===== src/rtl/memory_read_demux_pkg.sv =====
// Shared definitions for the memory read demultiplexer.
//   - default data/address widths
//   - read-mode encodings {Read_Files, File_Type, Read_Layer}
//   - controller state encoding
//   - mode legality helper
package memory_read_demux_pkg;

    localparam int DEFAULT_DATA_W = 16;
    localparam int DEFAULT_ADDR_W = 16;

    localparam logic [2:0] MODE_DUMP  = 3'b100;
    localparam logic [2:0] MODE_FILE  = 3'b110;
    localparam logic [2:0] MODE_LAYER = 3'b001;
    localparam logic [2:0] MODE_CNN   = 3'b011;

    typedef enum logic [1:0] {
        ST_IDLE   = 2'd0,
        ST_ISSUE  = 2'd1,
        ST_DRAIN  = 2'd2,
        ST_FINISH = 2'd3
    } state_t;

    function automatic logic mode_is_legal(input logic [2:0] mode);
        logic legal;
        legal = 1'b0;
        case (mode)
            MODE_DUMP, MODE_FILE, MODE_LAYER, MODE_CNN: legal = 1'b1;
            default:                                    legal = 1'b0;
        endcase
        return legal;
    endfunction

endpackage


===== src/rtl/memory_read_demux_read_latency_pipe.sv =====
// In-flight read tracker: a LATENCY-deep shift register of read strobes.
// Ports:
//   clk, rst_n  - clock, asynchronous active-low reset
//   push        - a read was issued this cycle
//   tail        - the read issued LATENCY cycles ago has its data on the bus now
//   empty       - no read is in flight
//   tail_only   - the only read in flight is the one at the tail (drains this cycle)
module read_latency_pipe #(
    parameter int LATENCY = 2
) (
    input  logic clk,
    input  logic rst_n,
    input  logic push,
    output logic tail,
    output logic empty,
    output logic tail_only
);

    logic stage [LATENCY];
    logic any_set;
    logic head_set;

    for (genvar gi = 0; gi < LATENCY; gi++) begin : g_stage
        if (gi == 0) begin : g_first
            always_ff @(posedge clk or negedge rst_n) begin
                if (!rst_n) stage[gi] <= 1'b0;
                else        stage[gi] <= push;
            end
        end else begin : g_rest
            always_ff @(posedge clk or negedge rst_n) begin
                if (!rst_n) stage[gi] <= 1'b0;
                else        stage[gi] <= stage[gi-1];
            end
        end
    end

    // head_set covers every stage except the tail
    always_comb begin
        any_set  = 1'b0;
        head_set = 1'b0;
        for (int i = 0; i < LATENCY; i++) begin
            any_set = any_set | stage[i];
            if (i < LATENCY - 1) head_set = head_set | stage[i];
        end
    end

    assign tail      = stage[LATENCY-1];
    assign empty     = ~any_set;
    assign tail_only = stage[LATENCY-1] & ~head_set;

endmodule


===== src/rtl/memory_read_demux.sv =====
// Read-side demultiplexer for the shared feature/weight memory.
// Latches a read mode, base address and length on Start, streams reads out of
// the single-port memory and routes each returned word to one consumer.
// Ports:
//   clk, rst_n                          - clock, asynchronous active-low reset
//   Start, Read_Files/File_Type/Read_Layer, Base_Addr, Length - request
//   Pause                               - holds off new reads (in-flight ones still land)
//   Mem_Read, Mem_Addr, Mem_Data_In     - memory read port
//   Out_Data, Valid_Dump/File/Layer/CNN - registered word + per-consumer valid
//   Busy, Done, Mode_Err                - status
// READ_LATENCY must be in 1..4.
module memory_read_demux
    import memory_read_demux_pkg::*;
#(
    parameter int DATA_W       = DEFAULT_DATA_W,
    parameter int ADDR_W       = DEFAULT_ADDR_W,
    parameter int READ_LATENCY = 2
) (
    input  logic              clk,
    input  logic              rst_n,
    input  logic              Start,
    input  logic              Read_Files,
    input  logic              File_Type,
    input  logic              Read_Layer,
    input  logic [ADDR_W-1:0] Base_Addr,
    input  logic [ADDR_W-1:0] Length,
    input  logic              Pause,
    output logic              Mem_Read,
    output logic [ADDR_W-1:0] Mem_Addr,
    input  logic [DATA_W-1:0] Mem_Data_In,
    output logic [DATA_W-1:0] Out_Data,
    output logic              Valid_Dump,
    output logic              Valid_File,
    output logic              Valid_Layer,
    output logic              Valid_CNN,
    output logic              Busy,
    output logic              Done,
    output logic              Mode_Err
);

    state_t            state_reg, state_next;
    logic [ADDR_W-1:0] addr_reg, addr_next;
    logic [ADDR_W-1:0] count_reg, count_next;
    logic [2:0]        mode_reg, mode_next;
    logic [DATA_W-1:0] out_data_reg;
    logic [3:0]        valid_reg;      // {dump, file, layer, cnn}
    logic              done_reg;
    logic              mode_err_reg;
    logic              mode_err_next;
    logic              read_now;

    logic              pipe_tail;
    logic              pipe_empty;
    logic              pipe_tail_only;

    logic [2:0]        req_mode;
    assign req_mode = {Read_Files, File_Type, Read_Layer};

    read_latency_pipe #(
        .LATENCY (READ_LATENCY)
    ) u_pipe (
        .clk       (clk),
        .rst_n     (rst_n),
        .push      (read_now),
        .tail      (pipe_tail),
        .empty     (pipe_empty),
        .tail_only (pipe_tail_only)
    );

    always_comb begin
        state_next    = state_reg;
        addr_next     = addr_reg;
        count_next    = count_reg;
        mode_next     = mode_reg;
        mode_err_next = 1'b0;
        read_now      = 1'b0;
        case (state_reg)
            ST_IDLE: begin
                if (Start) begin
                    if (mode_is_legal(req_mode)) begin
                        mode_next  = req_mode;
                        addr_next  = Base_Addr;
                        count_next = Length;
                        state_next = (Length == '0) ? ST_FINISH : ST_ISSUE;
                    end else begin
                        mode_err_next = 1'b1;
                    end
                end
            end
            ST_ISSUE: begin
                if (!Pause) begin
                    read_now   = 1'b1;
                    addr_next  = addr_reg + 1'b1;
                    count_next = count_reg - 1'b1;
                    if (count_reg == ADDR_W'(1)) state_next = ST_DRAIN;
                end
            end
            ST_DRAIN: begin
                // Leave once the last word is on the bus this cycle; it is
                // registered on this edge, so its Valid_* shows up during
                // FINISH and Done (registered) follows one cycle later.
                if (pipe_empty || pipe_tail_only) state_next = ST_FINISH;
            end
            ST_FINISH: begin
                state_next = ST_IDLE;
            end
            default: begin
                state_next = ST_IDLE;
            end
        endcase
    end

    always_ff @(posedge clk or negedge rst_n) begin
        if (!rst_n) begin
            state_reg    <= ST_IDLE;
            addr_reg     <= '0;
            count_reg    <= '0;
            mode_reg     <= '0;
            out_data_reg <= '0;
            valid_reg    <= '0;
            done_reg     <= 1'b0;
            mode_err_reg <= 1'b0;
        end else begin
            state_reg    <= state_next;
            addr_reg     <= addr_next;
            count_reg    <= count_next;
            mode_reg     <= mode_next;
            done_reg     <= (state_reg == ST_FINISH);
            mode_err_reg <= mode_err_next;
            if (pipe_tail) begin
                out_data_reg <= Mem_Data_In;
                valid_reg    <= {mode_reg == MODE_DUMP, mode_reg == MODE_FILE,
                                 mode_reg == MODE_LAYER, mode_reg == MODE_CNN};
            end else begin
                valid_reg    <= '0;
            end
        end
    end

    assign Mem_Read    = read_now;
    assign Mem_Addr    = addr_reg;
    assign Out_Data    = out_data_reg;
    assign Valid_Dump  = valid_reg[3];
    assign Valid_File  = valid_reg[2];
    assign Valid_Layer = valid_reg[1];
    assign Valid_CNN   = valid_reg[0];
    // Busy drops in the cycle Done is presented
    assign Busy        = (state_reg != ST_IDLE);
    assign Done        = done_reg;
    assign Mode_Err    = mode_err_reg;

endmodule


===== config.mk =====
export PLATFORM = sky130hd
export DESIGN_NAME = memory_read_demux
export DESIGN_NICKNAME = d
export VERILOG_FILES = /design/src/rtl/memory_read_demux_pkg.sv /design/src/rtl/memory_read_demux_read_latency_pipe.sv /design/src/rtl/memory_read_demux.sv
export SDC_FILE = /design/constraint.sdc
export NUM_CORES = 1
export LEC_CHECK = 0
export ABC_AREA = 1
export CAP_MARGIN = 0
export CORE_ASPECT_RATIO = 0.7
export CORE_MARGIN = 1.5
export CORE_UTILIZATION = 45
export DETAILED_ROUTE_END_ITERATION = 10
export DONT_BUFFER_PORTS = 1
export GPL_TIMING_DRIVEN = 0
export PLACE_DENSITY = 0.67
export SLEW_MARGIN = 10
export SYNTH_ARGS = -nofsm -noshare
export SYNTH_HDL_FRONTEND = slang
export SYNTH_HIERARCHICAL = 1
export SYNTH_SLANG_ARGS = --single-unit

===== constraint.sdc =====
create_clock -name clk -period 1.8 [get_ports clk]
set_clock_uncertainty 0.05 [all_clocks]
set_input_delay 0.36 -clock clk [delete_from_list [all_inputs] [get_ports clk]]
set_output_delay 0.36 -clock clk [all_outputs]
set_load 0.05 [all_outputs]

After elaboration in Yosys (flattened, before gate mapping)
Index checks and enable logic that the tools add are counted.

Register bits after elaboration: 61. Latch bits: 0. Memory bits (writable): 0. Bits in read-only memories: 0. Bits of input ports: 55. Output and inout port bits: 40. Word-level logic and storage cells: 66. Memories kept: 0.

Add/sub/neg operators: 2. Multipliers: 0. Divide/modulo/power cells: 0. Magnitude comparators: 0. Equal/unequal tests: 17. Shift-type cells: 0. Mux-type cells: 24. Bitwise gates (word level): 4. Reductions and logical operators: 9.

Operator list (count): 16-bit two-way mux (6); 16-bit one-hot mux with 2 select lines (2); 16-bit by 1-bit adder with 16-bit output (second input constant) (1); 16-bit by 1-bit equality test with 1-bit output (second input constant) (1); 16-bit zero test (1); 16-bit by 1-bit subtractor with 16-bit output (second input constant) (1); 3-bit equality test (second input constant) (4); 2-bit two-way mux (6); 2-bit != test (second input constant) (5); 1-bit two-way mux (8); 2-bit one-hot mux with 4 select lines (1); 3-bit by 1-bit equality test with 1-bit output (second input constant) (2); 3-bit by 2-bit equality test with 1-bit output (second input constant) (2); 5-bit AND reduction (1); 2-bit equality test (second input constant) (2); 4-bit two-way mux (1); 4-bit AND reduction (1); 2-bit nonzero test (2); 4-bit OR reduction (1); 3-bit AND reduction (1); 2-bit by 1-bit equality test with 1-bit output (second input constant) (1); 2-bit zero test (1); 1-bit NOT (2); 1-bit AND (1); other kinds (2) (2).

Logic depth before layout (Yosys ltp)
Word-level depth: 8. Mapped depth: 12. Mapped depth without buffers: 11.

Cells and area by module
Netlist, hierarchy kept.

Modules (own cells, without submodules): memory_read_demux (times used 1, cells an instance 526, area each 3552.2 sq um, sequential area each 1476.4 sq um); read_latency_pipe (times used 1, cells an instance 5, area each 63.8 sq um, sequential area each 50.0 sq um).

Least setup slack after synthesis
No wires, ideal clock.

Path type: reg-to-output. From: reg state_reg[1]. To: out Mem_Read. Arrival: 1627 ps. Required time: 1390 ps. Setup slack: -237 ps. Stages on the path, launching flop included: 7. Path buffers: 2. Path through: dfrtp_1 -> inv_1 -> ha_1 -> buf_6 -> inv_2 -> clkbuf_1 -> nor2_1.

Longest elaborated chain between the ends: 2.

RTL lines: start: declaration (line memory_read_demux.sv:41) `state_t state_reg, state_next;`; start signal: assignment (line memory_read_demux.sv:124) `state_reg <= state_next;`; 2-bit by 1-bit equality test with 1-bit output (line memory_read_demux.sv:77) `case (state_reg)`; 1-bit two-way mux (line memory_read_demux.sv:77); end: declaration (line memory_read_demux.sv:28) `output logic Mem_Read,`.

No other way between the ends.

Worst setup path after layout
Same ends and word-level chain as after synthesis.

==> metrics.md <==
| Metric | Value |
|---|---|
| Drt wl/cell | `15.4 um` |
| DRC violations left | `0` |
| VDD IR max | `around 0.0011 V` |
| Commonest non-fill, non-tap cell in the layout | `nand2_1` |
| Initial DRC Count | `150` |
| Routed wl met3 | `about 990 um` |
| CP Cell Sequence | `inv_2 -> ha_4 -> inv_8 -> clkbuf_16 -> nor2_4` |
| Area delta synth->final | `20.3%` |
| Clock Sinks | `61` |
| Mapped cell area | `3620 um2` |
| Endpoints failing hold | `61` |
| Initial Util | `between 40% and 50%` |
| PwrDens | `approximately 2300 nW/um2` |
| CTS tree | `built` |
| Mean Syn Cell Area | `6.81 um2` |
| WHS | `-0.330 ns` |
| Die Width | `110 um` |
| Core Region | `roughly 7800 um2` |
| Top layer in use | `met4` |
| Largest net degree at the start of global routing | `62` |
| Setup WS pre-CTS | `-0.186 ns` |
| CP peak stage delay | `approximately 0.38 ns` |
| Final instance area | `between 4000 and 5000 um2` |
| I/O pins | `95` |
| Diodes inserted | `0` |
| Worst endpoint required time | `1.39 ns` |
| DR vias | `between 3000 and 4000` |
| Most frequent cells in the layout | `nand2_1 (188), nor2_1 (88), dfrtp_1 (50)` |
| Max cap viols | `0` |
| Total wire length | `roughly 10000 um` |
| Top-area cell type share of the netlist area | `~42%` |
| Worst Setup SP | `state_reg[1]$_DFFE_PN0P_` |
| Final Util | `between 50% and 60%` |
| Final #Nets | `614` |
| FMAX | `between 500 and 600 MHz` |
| Static Leak | `between 0.002 and 0.0025 uW` |
| IO Port Bufs | `0` |
| Top post-synthesis cells by area | `dfrtp_1 (42%), nand2_1 (20%), nor2_1 (9.7%)` |
| # rows | `27` |
| DIE AREA | `8590 um2` |
| Cts bufs inserted | `9` |
| Slowest CP cell | `dfrtp_1` |
| Compound-Gate Fraction of Synth Area | `under 10%` |
| R2R cell count | `11` |
| Max Slew Vio Count | `0` |
| Detail Route Antenna Nets | `0` |
| Fraction of layout cells with a size suffix above 1 | `15.6%` |
| Sequential share of the synthesized area | `approximately 42%` |
| Largest family of logic cells by synthesized area | `simple AND/OR/NAND/NOR gates` |
| PnR worst setup slack | `-0.0484 ns` |
| Final Cycle Share | `103%` |
| Cell Area, Placed | `roughly 3700 um2` |
| Largest area contributor in the netlist | `dfrtp_1` |
| Yosys reg bits | `a little over 60` |
| RR Startpoint | `state_reg[1]$_DFFE_PN0P_` |
| Cells after synthesis | `approximately 530` |
| GRT overflow | `0` |
| Post-synthesis xor/xnor area fraction | `between 1 and 1.5%` |
| RSZ-0062 raised after global routing | `yes` |
| Post-Synth Adder-Cell Area | `2.42%` |
| Yosys warning total | `6` |
| Vias in the first global route | `~3200` |
| HP Class | `in2async` |
| Yosys cell types | `29` |
| Reg clk slew, reported paths | `0.05 ns` |
| Vias per inst | `roughly 5.3` |
| Tot GR Track Use | `25.3%` |
| RePlAce Congestion | `0.887` |
| Worst Tran Pin Value | `approximately 0.62 ns` |
| Chip Height | `78 um` |
| Setup violators final | `8` |
| Worst EP arrival | `about 1.4 ns` |
| Drt pass-1 iters | `4` |
| First-pass GRT wire length | `roughly 16000 um` |
| Metal2 WL | `4320 um` |
| Tmin final | `roughly 1.8 ns` |
| Setup crit end kind | `primary output` |
| Detailed placer's ending HPWL | `7070 um` |
| Synth Net Count | `between 500 and 600` |
| CTS Buffer Depth | `2` |
| WL met1 | `~4600 um` |
| Root Buffer | `clkbuf_16` |
| Number of antenna violations at the first check in global routing | `0` |
| Clk Latency, worst-skew pair | `around 0.33 ns` |
| Post-Synth Simple-Gate Area | `between 30% and 40%` |
| Critical Setup Path Class | `reg2out` |
| # H-tree levels | `3` |
| Max-slew headroom | `58.5%` |
| Mux cell area share after synthesis | `0%` |
| Failing checks | `negative hold slack, negative setup slack` |
| Worst-path fanout max | `2` |
| Outcome | `finished, violations left` |
| Worst Setup Start Kind | `flip-flop` |
## per-layer routing
metal  vias up  GRT usage, %
met5         -             0
met4         0          7.31
met3        19          7.98
met2       150          37.9
met1      1616          35.1
li1       1686             -
## path summary, 6_finish.rpt
path / end / slack (ns)
setup / recovery: Mem_Read / -0.05
hold / removal: valid_reg[2]$_DFF_PN0_ / -0.33
setup reg to reg: Mem_Addr[14]$_DFFE_PN0P_ / -0.03
hold reg to reg: u_pipe/tail$_DFF_PN0_ / 0.37
max in group asynchronous: Mem_Addr[0]$_DFFE_PN0P_ / 1.89
min in group clk: Out_Data[8]$_DFFE_PN0P_ / 0.10
## power by group
part | internal, uW | switching [uW]
sequential | 2010 | 2020
clock | 1130 | 608
combinational | 1710 | 2590
## cells by family after synthesis
| family | after synthesis |
|---|---|
| simple gates | 342 |
| buf+inv | 73 |
| flops | 61 |
| compound gates | 42 |
| fa+ha+maj | 7 |
| xor+xnor | 6 |
## cells in the mapped netlist, drive strengths merged
library cell	number
o21ai	25
buf	10
nand4	5
o211ai	1
a21o	1
dfrtp	61
inv	55
o31ai	1
o22ai	2
nor4	4
nor2	99
a31oi	2
xor2	5
nand3	36
clkbuf	8
nand2	195
nor3	2
ha	7
or2	1
xnor2	1
a21oi	10
## critical path, delay by kind of cell, from the launching register on
family,cells,cell delay (ns)
and+or+nand+nor,1,0.28
adders and majority gates,1,0.18
buffers and inverters,3,0.27
DFF,1,0.38
## per-stage QoR
step | TNS, ns | cells | total power (uW)
finish | -0.212 | 657 | 10100
global route | -2.41 | 657 | 10800
CTS | -0.713 | 656 | 9740
detailed placement | -3.27 | 632 | 7470
global placement | -1.76 | 632 | 7340
floorplan | 0 | 531 | 6540
## cell type report
| cell class | instances | area (um2) |
|---|---|---|
| fillers | 731 | 3490 |
| multi-input cells | 397 | 1860 |
| flip-flops and latches | 61 | 1540 |
| clock buffers | 11 | 253 |
| inverters | 55 | 231 |
| plain buffers | 17 | 158 |
| repair buffers | 11 | 128 |
| well taps | 101 | 126 |
| clock inverters | 4 | 47.5 |
## repair_timing
item,CTS,global route
pin swaps,3,8
endpoints found under the setup margin,37,35
setup buffers,7,1
gates cloned,2,1
gates resized for setup,29,37
endpoints found under the hold margin,61,61
Power figures use the tool's default switching activity.
